===== src/rtl/inst_fetch.sv =====
`default_nettype none
// ============================================================================
// Module  : inst_fetch
// Brief   : Single-outstanding instruction fetch stage with IF/ID register,
//           decode-stall skid (hold) register and flush/discard handling.
// Revision: 1.0 - initial release
// ============================================================================
module inst_fetch #(
    parameter int                ADDR_W   = 32,
    parameter int                INST_W   = 32,
    parameter logic [INST_W-1:0] NOP_INST = 32'h00000013
) (
    input  logic              clk,
    input  logic              rst,
    input  logic [ADDR_W-1:0] pc,
    input  logic              ce,
    output logic              pc_stall,
    output logic              mem_req_valid,
    output logic [ADDR_W-1:0] mem_req_addr,
    input  logic              mem_req_ready,
    input  logic              mem_rsp_valid,
    input  logic [INST_W-1:0] mem_rsp_data,
    input  logic              flush,
    input  logic              id_stall,
    output logic              if_id_valid,
    output logic [ADDR_W-1:0] if_id_pc,
    output logic [INST_W-1:0] if_id_inst
);

    typedef enum logic [1:0] {
        S_IDLE = 2'd0,
        S_REQ  = 2'd1,
        S_WAIT = 2'd2,
        S_HOLD = 2'd3
    } state_t;

    state_t            r_state;
    state_t            w_state_nxt;
    logic              r_discard;
    logic              w_discard_nxt;
    logic [ADDR_W-1:0] r_addr;
    logic [ADDR_W-1:0] r_tag;
    logic [INST_W-1:0] r_hold;
    logic              r_if_id_valid;
    logic [ADDR_W-1:0] r_if_id_pc;
    logic [INST_W-1:0] r_if_id_inst;
    logic              w_launch;
    logic              w_hold_load;
    logic              w_out_load;
    logic [INST_W-1:0] w_out_data;

    assign pc_stall      = (r_state != S_IDLE);
    assign mem_req_valid = (r_state == S_REQ);
    assign mem_req_addr  = r_addr;
    assign if_id_valid   = r_if_id_valid;
    assign if_id_pc      = r_if_id_pc;
    assign if_id_inst    = r_if_id_inst;

    always_comb begin
        w_state_nxt   = r_state;
        w_discard_nxt = r_discard;
        w_launch      = 1'b0;
        w_hold_load   = 1'b0;
        w_out_load    = 1'b0;
        w_out_data    = mem_rsp_data;
        case (r_state)
            S_IDLE: begin
                if (ce && !flush) begin
                    w_launch    = 1'b1;
                    w_state_nxt = S_REQ;
                end
            end
            S_REQ: begin
                // The request stays up until accepted; a flush only marks it dead.
                if (flush)         w_discard_nxt = 1'b1;
                if (mem_req_ready) w_state_nxt   = S_WAIT;
            end
            S_WAIT: begin
                if (mem_rsp_valid) begin
                    if (r_discard || flush) begin
                        w_discard_nxt = 1'b0;
                        w_state_nxt   = S_IDLE;
                    end else if (!r_if_id_valid || !id_stall) begin
                        w_out_load  = 1'b1;
                        w_state_nxt = S_IDLE;
                    end else begin
                        w_hold_load = 1'b1;
                        w_state_nxt = S_HOLD;
                    end
                end else if (flush) begin
                    w_discard_nxt = 1'b1;
                end
            end
            S_HOLD: begin
                if (flush) begin
                    w_state_nxt = S_IDLE;
                end else if (!id_stall) begin
                    w_out_load  = 1'b1;
                    w_out_data  = r_hold;
                    w_state_nxt = S_IDLE;
                end
            end
            default: w_state_nxt = S_IDLE;
        endcase
    end

    always_ff @(posedge clk or negedge rst) begin
        if (!rst) begin
            r_state   <= S_IDLE;
            r_discard <= 1'b0;
            r_addr    <= '0;
            r_tag     <= '0;
            r_hold    <= '0;
        end else begin
            r_state   <= w_state_nxt;
            r_discard <= w_discard_nxt;
            if (w_launch) begin
                r_addr <= pc;
                r_tag  <= pc;
            end
            if (w_hold_load) r_hold <= mem_rsp_data;
        end
    end

    // Flush wins over a load; an unstalled decode consumes the current word.
    always_ff @(posedge clk or negedge rst) begin
        if (!rst) begin
            r_if_id_valid <= 1'b0;
            r_if_id_pc    <= '0;
            r_if_id_inst  <= NOP_INST;
        end else if (flush) begin
            r_if_id_valid <= 1'b0;
            r_if_id_inst  <= NOP_INST;
        end else if (w_out_load) begin
            r_if_id_valid <= 1'b1;
            r_if_id_pc    <= r_tag;
            r_if_id_inst  <= w_out_data;
        end else if (!id_stall) begin
            r_if_id_valid <= 1'b0;
            r_if_id_inst  <= NOP_INST;
        end
    end

endmodule
`default_nettype wire


===== config.mk =====
export PLATFORM = sky130hd
export DESIGN_NAME = inst_fetch
export DESIGN_NICKNAME = d
export VERILOG_FILES = /design/src/rtl/inst_fetch.sv
export SDC_FILE = /design/constraint.sdc
export NUM_CORES = 1
export LEC_CHECK = 0
export CAP_MARGIN = 20
export CORE_ASPECT_RATIO = 1.25
export CORE_MARGIN = 8
export CORE_UTILIZATION = 42
export DETAILED_ROUTE_END_ITERATION = 8
export HOLD_SLACK_MARGIN = 0.05
export PLACE_DENSITY = 0.81
export SETUP_SLACK_MARGIN = 0.15
export SYNTH_ARGS = -nofsm -noshare
export SYNTH_HDL_FRONTEND = slang
export SYNTH_SLANG_ARGS = --single-unit

===== constraint.sdc =====
create_clock -name clk -period 1.6 [get_ports clk]
set_input_delay 0.32 -clock clk [delete_from_list [all_inputs] [get_ports clk]]
set_output_delay 0.32 -clock clk [all_outputs]
set_load 0.05 [all_outputs]

==> results of run 1 <==
==> worst max-delay path: cells and delay by family, from the launching register on <==
family | cells | cell delay (ns)
DFF | 1 | 0.45
and+or+nand+nor | 2 | 0.47
muxes | 1 | 0.35
buffers and inverters | 2 | 0.31
==> metrics by stage <==
step            util  cell area, um^2  setup WS, ns  TNS, ns
4_1_cts        0.662             8420        -0.105    -5.71
3_3_place_gp   0.590             7510        -0.303   -33.48
2_1_floorplan      -             5530        -0.142    -5.23
6_report       0.668             8490        -0.109    -6.96
5_1_grt        0.668             8490        -0.156   -13.09
3_5_place_dp   0.590             7510        -0.370   -38.33
==> logic make-up (layout without fill, tap and decap cells) <==
kind of cell	after synthesis	after routing
AOI/OAI and AO/OA	43	43
and+or+nand+nor	17	17
muxes	129	129
DFF	132	132
buffers and inverters	56	272
==> routing by layer <==
| metal | GRT usage | vias to the layer above |
|---|---|---|
| met5 | 0 | - |
| met4 | 0.0736 | 0 |
| met3 | 0.0644 | 26 |
| met2 | 0.319 | 144 |
| met1 | 0.185 | 2001 |
| li1 | - | 1768 |
==> path summary, 6_finish.rpt <==
check | depth (start not counted) | end
max | 5 | r_tag[8]$_DFFE_PN0P_
min reg2reg | 1 | if_id_pc[15]$_DFFE_PN0P_
max reg2reg | 5 | r_tag[8]$_DFFE_PN0P_
min | 2 | r_hold[13]$_DFFE_PN0P_
min in group clk | 1 | if_id_pc[15]$_DFFE_PN0P_
max in group asynchronous | 3 | if_id_inst[1]$_DFFE_PN1P_
==> synthesized netlist by cell type <==
cell,number
a211oi_1,2
a21oi_1,4
and4bb_2,1
buf_2,13
buf_4,4
buf_6,3
clkbuf_1,4
dfrtp_1,129
dfstp_2,3
inv_1,32
mux2_2,99
mux2i_1,30
nand2_1,2
nand3_2,1
nand3b_1,1
nor2_1,3
nor2b_1,4
nor3_1,1
nor3b_1,1
nor3b_4,1
o2111ai_2,1
o211ai_1,1
o21ai_0,1
o21ai_1,1
o21ai_2,1
o32a_1,3
o32ai_1,29
or2_4,1
or4b_1,1
==> report_power, final <==
group	internal, W	switching (W)
clock	0.00296	0.00141
sequential	0.00447	0.000817
combinational	0.00333	0.00504
==> flip-flops by register name (all words and copies together), names as in the netlist <==
name,cells
r_tag,32
if_id_pc,32
r_state,2
if_id_inst,32
r_discard,1
r_hold,32
if_id_valid,1
==> what timing repair did <==
item                                   4_1_cts  5_1_grt
hold buffers                                 1        0
pin swaps                                    1        2
gates cloned                                 3        0
resized for setup                           25       12
setup endpoints to repair                  132      135
endpoints found under the hold margin       20        0
setup buffers                                5        1
==> layout make-up <==
cell class | instances | area share
sequential | 132 | 0.390
timing repair buffer | 209 | 0.250
multi-input combinational | 189 | 0.242
clock buffer | 19 | 0.0522
clock inverter | 12 | 0.0268
tap | 168 | 0.0248
inverter | 32 | 0.0141
==> flow_summary.toml, run 1 <==
[timing]
holdWs_ns = 0.379
finalSetupViolCount = 122
max-slew-margin-rel = 0.741
min_period_ns = 1.71
fin_skew_ns = 0.00758
post-route-period-util = 1.07
final_hold_viol_count = 0
finalWorstSetupSlack_ns = -0.109
worst_pin_slew_ns = 0.389
rsz0062_at_grt = "yes"
slew_violations = 0
fmax_mhz = 585

[routing]
first_pass_iters = 4
dr_wl_met2_um = 7920
antenna_left = 0
wl_um = 14900
vias = 3939
drc_errors = 0
drt_iter0_drc = 133
viasPerCell = 5.18
wl_met1_um = 5650
routedWlPerCell_um = 19.6
met3_length_um = 1010
top_layer_used = "met4"

[layout]
fin_cells = 761
syn_to_final_growth_pct = 55.2
final_common_cell = "dfrtp_1"
seq_area_mm2 = 0.00331
n_antenna_cell = 0
fillers = 918
multiInputGateArea_mm2 = 0.00205
drive_gt1_frac = 0.487
nets = 652
mostFrequentLayoutCells = "dfrtp_1 (126), buf_4 (108), mux2_2 (82), clkdlybuf4s50_1 (68), inv_1 (32)"

[clock_network]
numCtsBuffers = 17
clkTransAtPathRegs_ns = 0.06
cts_tree = "built"
clkLatencyLatePin_ns = 0.41
clock-sinks = 132
cts_buffer_depth = 2
cts.htree.levels = 4
root_buffer = "clkbuf_16"

[synth]
ys.warnings.count = 0
synth_top_area_frac = 0.590
syn-cell-area_mm2 = 0.00547
synth_seq_cells = 132
syn_inst = 377
ys_seq_area_frac = 0.605
synth_top_family_by_area = "multiplexers"
yosys.area.top_type = "dfrtp_1"
muxShareOfSynthArea = 0.259
synth_area_per_cell_um2 = 14.5
synthTopCellsByArea = "dfrtp_1 (59%), mux2_2 (20%), mux2i_1 (5.5%)"
synth-simple-area-share = 0.0226
syn-num-nets = 448
synthAdderAreaFrac = 0
synth-compound-area-share = 0.0659
ys_types = 29
synth_xor_area_frac = 0

[status]
status = "finished with violations"
violations = "setup timing"

[grt]
grt_max_degree = 48
antenna_found_initial = 0
grt_pass1_wl_um = 23700
grt-ovfl-total = 0
first_global_vias = 4588
grt_usage = 0.178

[setup_path]
crit_path_end_kind = "flip-flop"
worstPathArrival_ns = 2.00
cp.required_ns = 1.89
cp_cell_sequence = "or2_4, nor3b_4, buf_12, buf_12, mux2_2"
critPathLaunch = "r_state[0]$_DFFE_PN0P_"
ff2ff_setup_slack_ns = -0.11
start_kind = "flip-flop"
path_class = "flip-flop to flip-flop"
path_common_cell = "buf_12"
cp_slowest_stage_delay_ns = 0.45
worst-path-max-fanout = 16
crit-reg2reg-launch = "r_state[0]$_DFFE_PN0P_"
slowest_stage = "dfrtp_2"

[placement]
port_buffers = 169
dp_hpwl_um = 10400
gp_congestion = 0.842
place_inst = 720

[min_path]
hold_path_class = "input pin to async pin"

[die]
coreArea_mm2 = 0.0127
io_pins = 170
die_h_um = 144
die_area_mm2 = 0.0170
initial_utilization = 0.430
fp.dieW_um = 118
num_rows = 46

[pwr]
ir_worst_vdd_uv = 1670
power_w = 0.0180
power.density_mw_per_mm2 = 2120
leakage_nw = 4.09

[job]
maxCapViolCount = 0
Power figures use the tool's default switching activity.
==> inputs of run 2 (changes only) <==
==> config.mk (replaced) <==
export PLATFORM = sky130hd
export DESIGN_NAME = inst_fetch
export DESIGN_NICKNAME = d
export VERILOG_FILES = /design/src/rtl/inst_fetch.sv
export SDC_FILE = /design/constraint.sdc
export NUM_CORES = 1
export LEC_CHECK = 0
export ABC_AREA = 1
export CAP_MARGIN = 20
export CORE_ASPECT_RATIO = 1.25
export CORE_MARGIN = 8
export CORE_UTILIZATION = 43
export DETAILED_ROUTE_END_ITERATION = 8
export HOLD_SLACK_MARGIN = 0.05
export PLACE_DENSITY = 0.82
export SETUP_SLACK_MARGIN = 0.3
export SKIP_LAST_GASP = 1
export SYNTH_ARGS = -nofsm -noshare
export SYNTH_HDL_FRONTEND = slang
export SYNTH_SLANG_ARGS = --single-unit
==> run 2 against run 1 <==
Compared with the run above: the run now ends clean; worst setup slack better by 0.13 ns; count of clock-buffer cells in the layout grew 1; via count rose by 34%; combinational power grew 2.5%; maximum frequency rose by 8.0%; cell count is 43% higher; power is 2.7% lower; utilization up 3.9 points; critical endpoint is now mem_req_valid; largest cell class unchanged.
==> flow_summary.toml, run 2 <==
[status]
status = "completed"

[synth]
synth_edf_count = 0
syn_inst = 679
syn-num-nets = 750
ys_seq_area_frac = 0.585
synth_most_common_cell = "nand2_1"
synthArstFlopShare = 1.00
synth_top_area_frac = 0.571
synth_area_per_cell_um2 = 8.33
syn-cell-area_mm2 = 0.00566
synthTopCellsByCount = "nand2_1 (272), dfrtp_1 (129), o21ai_0 (80)"
yosys.area.top_type = "dfrtp_1"
synth_flop_cell = "dfrtp_1"
ys.warnings.count = 0
synth_seq_cells = 132
synthTopCellsByArea = "dfrtp_1 (57%), nand2_1 (18%), o21ai_0 (7.1%)"
ys_types = 18

[timing]
min_period_ns = 1.58
fin_skew_ns = 0.00749
final_hold_viol_count = 0
finalSetupViolCount = 0
worst_pin_slew_ns = 0.390
rsz0062_at_grt = "yes"
finalWorstSetupSlack_ns = 0.0175
fmax_mhz = 632
slew_violations = 0
max-slew-margin-rel = 0.740
post-route-period-util = 0.989

[die]
die_h_um = 144
num_rows = 47
die_area_mm2 = 0.0171
fp.dieW_um = 119
io_pins = 170
coreArea_mm2 = 0.0131
initial_utilization = 0.433

[layout]
n_antenna_cell = 0
fin_cells = 1092
nets = 980
drive_gt1_frac = 0.266
final_common_cell = "nand2_1"
mostFrequentLayoutCells = "nand2_1 (269), dfrtp_1 (123), buf_6 (80), inv_1 (75), o21ai_0 (71)"
syn_to_final_growth_pct = 63.1

[placement]
place_ws_ns = -0.161
dp_hpwl_um = 10900
gp_congestion = 0.774
place_inst = 1011
port_buffers = 169

[setup_path]
path_buf_inv = 2
crit_family = "flip-flops"
crit-reg2reg-launch = "r_state[1]$_DFFE_PN0P_"
cp_cell_sequence = "buf_12, nor2_4, buf_12"
ff2ff_setup_slack_ns = 0.05
reg2regPathDepth = 8
path_common_cell = "buf_12"
slowest_stage = "dfrtp_2"
endpoint = "mem_req_valid"
worstPathArrival_ns = 1.26
crit_cells = 3
critPathLaunch = "r_state[1]$_DFFE_PN0P_"
cp.required_ns = 1.28
start_kind = "flip-flop"
path_class = "flip-flop to output pin"
crit_path_end_kind = "output pin"
cp_slowest_stage_delay_ns = 0.45
timing.rr.end = "if_id_inst[4]$_DFFE_PN1P_"
worst-path-max-fanout = 3

[routing]
first_pass_iters = 5
antenna_left = 0
drt_iter0_drc = 276
routedWlPerCell_um = 15.6
vias = 5276
wl_um = 17000
drc_errors = 0
viasPerCell = 4.83

[clock_network]
clkTransAtPathRegs_ns = 0.06
clkLatencyLatePin_ns = 0.40
cts_tree = "built"
cts_buffer_depth = 2
numCtsBuffers = 17
cts.htree.levels = 4
root_buffer = "clkbuf_16"
clock-sinks = 132

[min_path]
hold_path_class = "input pin to async pin"

[job]
maxCapViolCount = 0

[pwr]
ir_worst_vdd_uv = 1460
p_int_w = 0.0101
seqPwrFrac = 0.301
leakage_nw = 4.86
power.density_mw_per_mm2 = 1900
p_clk_frac = 0.209
switching_share = 0.425
switching_power_w = 0.00746
p_comb_frac = 0.489

[grt]
grt_max_degree = 65
grt-ovfl-total = 0
antenna_found_initial = 0
grt_usage = 0.181
first_global_vias = 5119
grt_pass1_wl_um = 25100
-- run 2: cells by family (layout without fill, tap and decap cells) --
family,after synthesis,count (layout),synth area share
AOI/OAI and AO/OA,96,96,0.0856
buffers and inverters,117,359,0.0896
DFF,132,132,0.585
and+or+nand+nor,334,334,0.240
-- run 2: per-layer routing --
metal  global-route usage  share of wire
met1                0.197           0.39
met2                0.323           0.52
met3               0.0684          0.077
met4               0.0534          0.013
met5                    0              0
-- run 2: metrics by stage --
stage	setup TNS, ns	utilization	hold slack [ns]	total power, W	area [um^2]
after CTS	0	0.653	0.397	0.0166	8520
final	0	0.707	0.418	0.0175	9220
after floorplan	0	-	0.0244	0.00945	5670
after global placement	-9.70	0.595	0.256	0.0125	7770
after global routing	-0.0354	0.707	0.439	0.0183	9220
after detailed placement	-12.54	0.595	0.256	0.0126	7770
-- run 2: how the worst min path moves through the flow --
stage / endpoint / slack, ns / from
after floorplan: if_id_inst[10]$_DFFE_PN0P_ / 0.02 / rst
after global placement: if_id_inst[14]$_DFFE_PN0P_ / 0.26 / rst
after detailed placement: if_id_inst[14]$_DFFE_PN0P_ / 0.26 / rst
after CTS: if_id_inst[14]$_DFFE_PN0P_ / 0.40 / rst
after global routing: if_id_inst[14]$_DFFE_PN0P_ / 0.44 / rst
final: if_id_inst[14]$_DFFE_PN0P_ / 0.42 / rst
-- run 2: final cells by class --
| class | count | area (um^2) |
|---|---|---|
| Tap cell | 171 | 214 |
| Clock buffer | 20 | 467 |
| Inverter | 80 | 305 |
| Clock inverter | 11 | 104 |
| Fill cell | 917 | 3830 |
| Multi-Input combinational cell | 430 | 1930 |
| Timing Repair Buffer | 248 | 2890 |
| Sequential cell | 132 | 3310 |
-- run 2: what timing repair did --
item	in CTS	in global routing
hold buffers	1	0
pin swaps	2	2
endpoints found under the setup margin	216	198
hold endpoints to repair	30	0
cloned	1	3
resized for setup	21	108
setup buffers	9	36
-- run 2: worst register-to-register path, stage by stage, from the launching register on --
cell	delay, ns
dfrtp_2	0.43
buf_4	0.15
nand3_2	0.14
o21ai_4	0.30
buf_6	0.16
buf_12	0.13
nand2_1	0.06
nand2_1	0.05
nand2_1	0.06
-- run 2: power groups by stage --
stage | clock network (W) | logic [W] | registers [W]
5_1_grt | 0.00390 | 0.00904 | 0.00539
6_report | 0.00367 | 0.00858 | 0.00529
4_1_cts | 0.00374 | 0.00767 | 0.00515
3_3_place_gp | 0 | 0.00733 | 0.00514
2_1_floorplan | 0 | 0.00139 | 0.00806
3_5_place_dp | 0 | 0.00743 | 0.00518
==> inputs of run 3 (changes only) <==
--- a/config.mk
+++ b/config.mk
@@ -8,11 +8,10 @@
 export ABC_AREA = 1
 export CAP_MARGIN = 20
 export CORE_ASPECT_RATIO = 1.25
-export CORE_MARGIN = 8
 export CORE_UTILIZATION = 43
 export DETAILED_ROUTE_END_ITERATION = 8
 export HOLD_SLACK_MARGIN = 0.05
-export PLACE_DENSITY = 0.82
+export PLACE_DENSITY = 0.8
 export SETUP_SLACK_MARGIN = 0.3
 export SKIP_LAST_GASP = 1
 export SYNTH_ARGS = -nofsm -noshare
==> run 3 against run 2 <==
Compared with the run above: sequential share of layout area is 3.6 points lower; critical endpoint is now if_id_inst[0]$_DFFE_PN1P_; non-clock buffer count up 46; highest routed layer unchanged; largest power group unchanged; utilization is 9.7 points higher; sequential power is 1% higher; cell area up 11%.
==> flow_summary.toml, run 3 (synthesis gave the netlist of run 2 again) <==
[die]
initial_utilization = 0.443
num_rows = 46
die_area_mm2 = 0.0136
fp.dieW_um = 105
coreArea_mm2 = 0.0128
die_h_um = 130
io_pins = 170

[job]
maxCapViolCount = 0

[clock_network]
clkTransAtPathRegs_ns = 0.06
cts_buffer_depth = 2
clock-sinks = 132
root_buffer = "clkbuf_16"
cts.htree.levels = 4
clkLatencyLatePin_ns = 0.41
cts_tree = "built"
numCtsBuffers = 17

[layout]
fillers = 718
layout.cell_area.non_filler_mm2 = 0.0103
fin_cells = 1136
fin_util = 0.804
nets = 1026
mostFrequentLayoutCells = "nand2_1 (190), dfrtp_1 (119), buf_6 (94), inv_1 (74), buf_4 (72)"
drive_gt1_frac = 0.388
n_antenna_cell = 0
final_common_cell = "nand2_1"
syn_to_final_growth_pct = 81.6

[setup_path]
cp_slowest_stage_delay_ns = 0.42
worstPathArrival_ns = 1.91
path_class = "flip-flop to flip-flop"
crit_family = "buffers and inverters"
path_common_cell = "nand2_4"
cp_cell_sequence = "buf_6, nand2_4, nor2_4, nand2_4, o21ai_4, buf_6, buf_8, buf_12, nand2_4, nand2_2, nand2_1"
crit_cells = 11
worst-path-max-fanout = 6
path_buf_inv = 4
reg2regPathDepth = 11
crit_path_end_kind = "flip-flop"
slowest_stage = "dfrtp_2"
cp.required_ns = 1.94
start_kind = "flip-flop"

[grt]
grt-ovfl-total = 0
antenna_found_initial = 0
first_global_vias = 5034
grt_pass1_wl_um = 24900
grt_max_degree = 55
grt_usage = 0.238

[timing]
finalWorstSetupSlack_ns = 0.0240
worst_pin_slew_ns = 0.491
holdWs_ns = 0.404
min_period_ns = 1.58
max-slew-margin-rel = 0.673
post-route-period-util = 0.985
fmax_mhz = 635
rsz0062_at_grt = "yes"
finalSetupViolCount = 0
final_hold_viol_count = 0
fin_skew_ns = 0.0120
slew_violations = 0

[placement]
place_area_mm2 = 0.00771
dp_hpwl_um = 9650
place_inst = 1007
port_buffers = 169
gp_congestion = 0.780
place_ws_ns = -0.219

[pwr]
power.density_mw_per_mm2 = 1850
p_clk_frac = 0.213
seqPwrFrac = 0.282
switching_power_w = 0.00801
ir_worst_vdd_uv = 1650
p_int_w = 0.0110
leakage_nw = 5.50
switching_share = 0.422
p_comb_frac = 0.505

[min_path]
hold_depth = 4
hold_path_class = "input pin to flip-flop"

[routing]
wl_um = 20800
antenna_left = 0
drc_errors = 0
viasPerCell = 5.18
vias = 5887
routedWlPerCell_um = 18.3
drt_iter0_drc = 309
first_pass_iters = 5

[status]
status = "completed"
==> run 3: changes by cell type in the layout (fill, tap and decap cells not counted), moves of 6 or more <==
cell,before,now
clkbuf_16,20,30
o21ai_1,9,15
nand2_2,4,61
buf_4,55,72
buf_6,80,94
nand2_4,1,24
buf_16,1,8
nand2_1,269,190
o21ai_2,0,6
o21ai_0,71,59
==> run 3: through the flow <==
step                total power [W]  TNS [ns]
finish                       0.0190         0
global route                 0.0197   -0.0289
CTS                          0.0168         0
detailed placement           0.0124    -16.38
global placement             0.0122    -11.89
floorplan                   0.00945         0
==> run 3: tightest hold or removal path, stage by stage <==
cell	delay, ns
dlymetal6s2s_1	0.19
nand3_2	0.12
buf_4	0.10
nand2_1	0.04
==> run 3: final timing paths <==
check                                       start                         to  slack, ns
setup reg to reg           r_state[0]$_DFFE_PN0P_  if_id_inst[0]$_DFFE_PN1P_       0.02
min in group asynchronous                     rst    if_id_pc[3]$_DFFE_PN0P_       0.42
hold reg to reg            r_hold[24]$_DFFE_PN0P_     r_hold[24]$_DFFE_PN0P_       0.49
setup / recovery           r_state[0]$_DFFE_PN0P_  if_id_inst[0]$_DFFE_PN1P_       0.02
max in group asynchronous                     rst     r_hold[26]$_DFFE_PN0P_       0.61
hold / removal                           id_stall    if_id_valid$_DFFE_PN0P_       0.40
==> run 3: layout make-up <==
cell class / instances / area (um^2) / area share
timing repair buffer: 294 / 3570 / 0.348
clock buffer: 23 / 488 / 0.0475
sequential: 132 / 3320 / 0.323
clock inverter: 9 / 125 / 0.0122
tap: 168 / 210 / 0.0205
multi-input combinational: 430 / 2250 / 0.219
inverter: 80 / 308 / 0.0300
==> run 3: per-layer routing <==
metal | GRT usage | wire length [um] | vias up | part of all wire
met5 | 0 | 0 | - | 0
met4 | 0.104 | 877 | 0 | 0.042
met3 | 0.0624 | 1460 | 67 | 0.070
met2 | 0.435 | 11300 | 314 | 0.55
met1 | 0.264 | 7110 | 2819 | 0.34
li1 | - | - | 2687 | -
==> run 3: repair_timing <==
action	in CTS	in global routing
cloned	8	16
hold buffers	1	0
pin swaps	4	53
endpoints found under the hold margin	39	0
endpoints found under the setup margin	223	216
setup buffers	10	62
resized for setup	30	237
==> run 3: power groups by stage <==
stage | Sequential [W] | Combinational, W | Clock, W
5_1_grt | 0.00545 | 0.0100 | 0.00422
3_3_place_gp | 0.00514 | 0.00708 | 0
4_1_cts | 0.00515 | 0.00764 | 0.00404
3_5_place_dp | 0.00517 | 0.00720 | 0
6_report | 0.00535 | 0.00961 | 0.00405
2_1_floorplan | 0.00806 | 0.00139 | 0
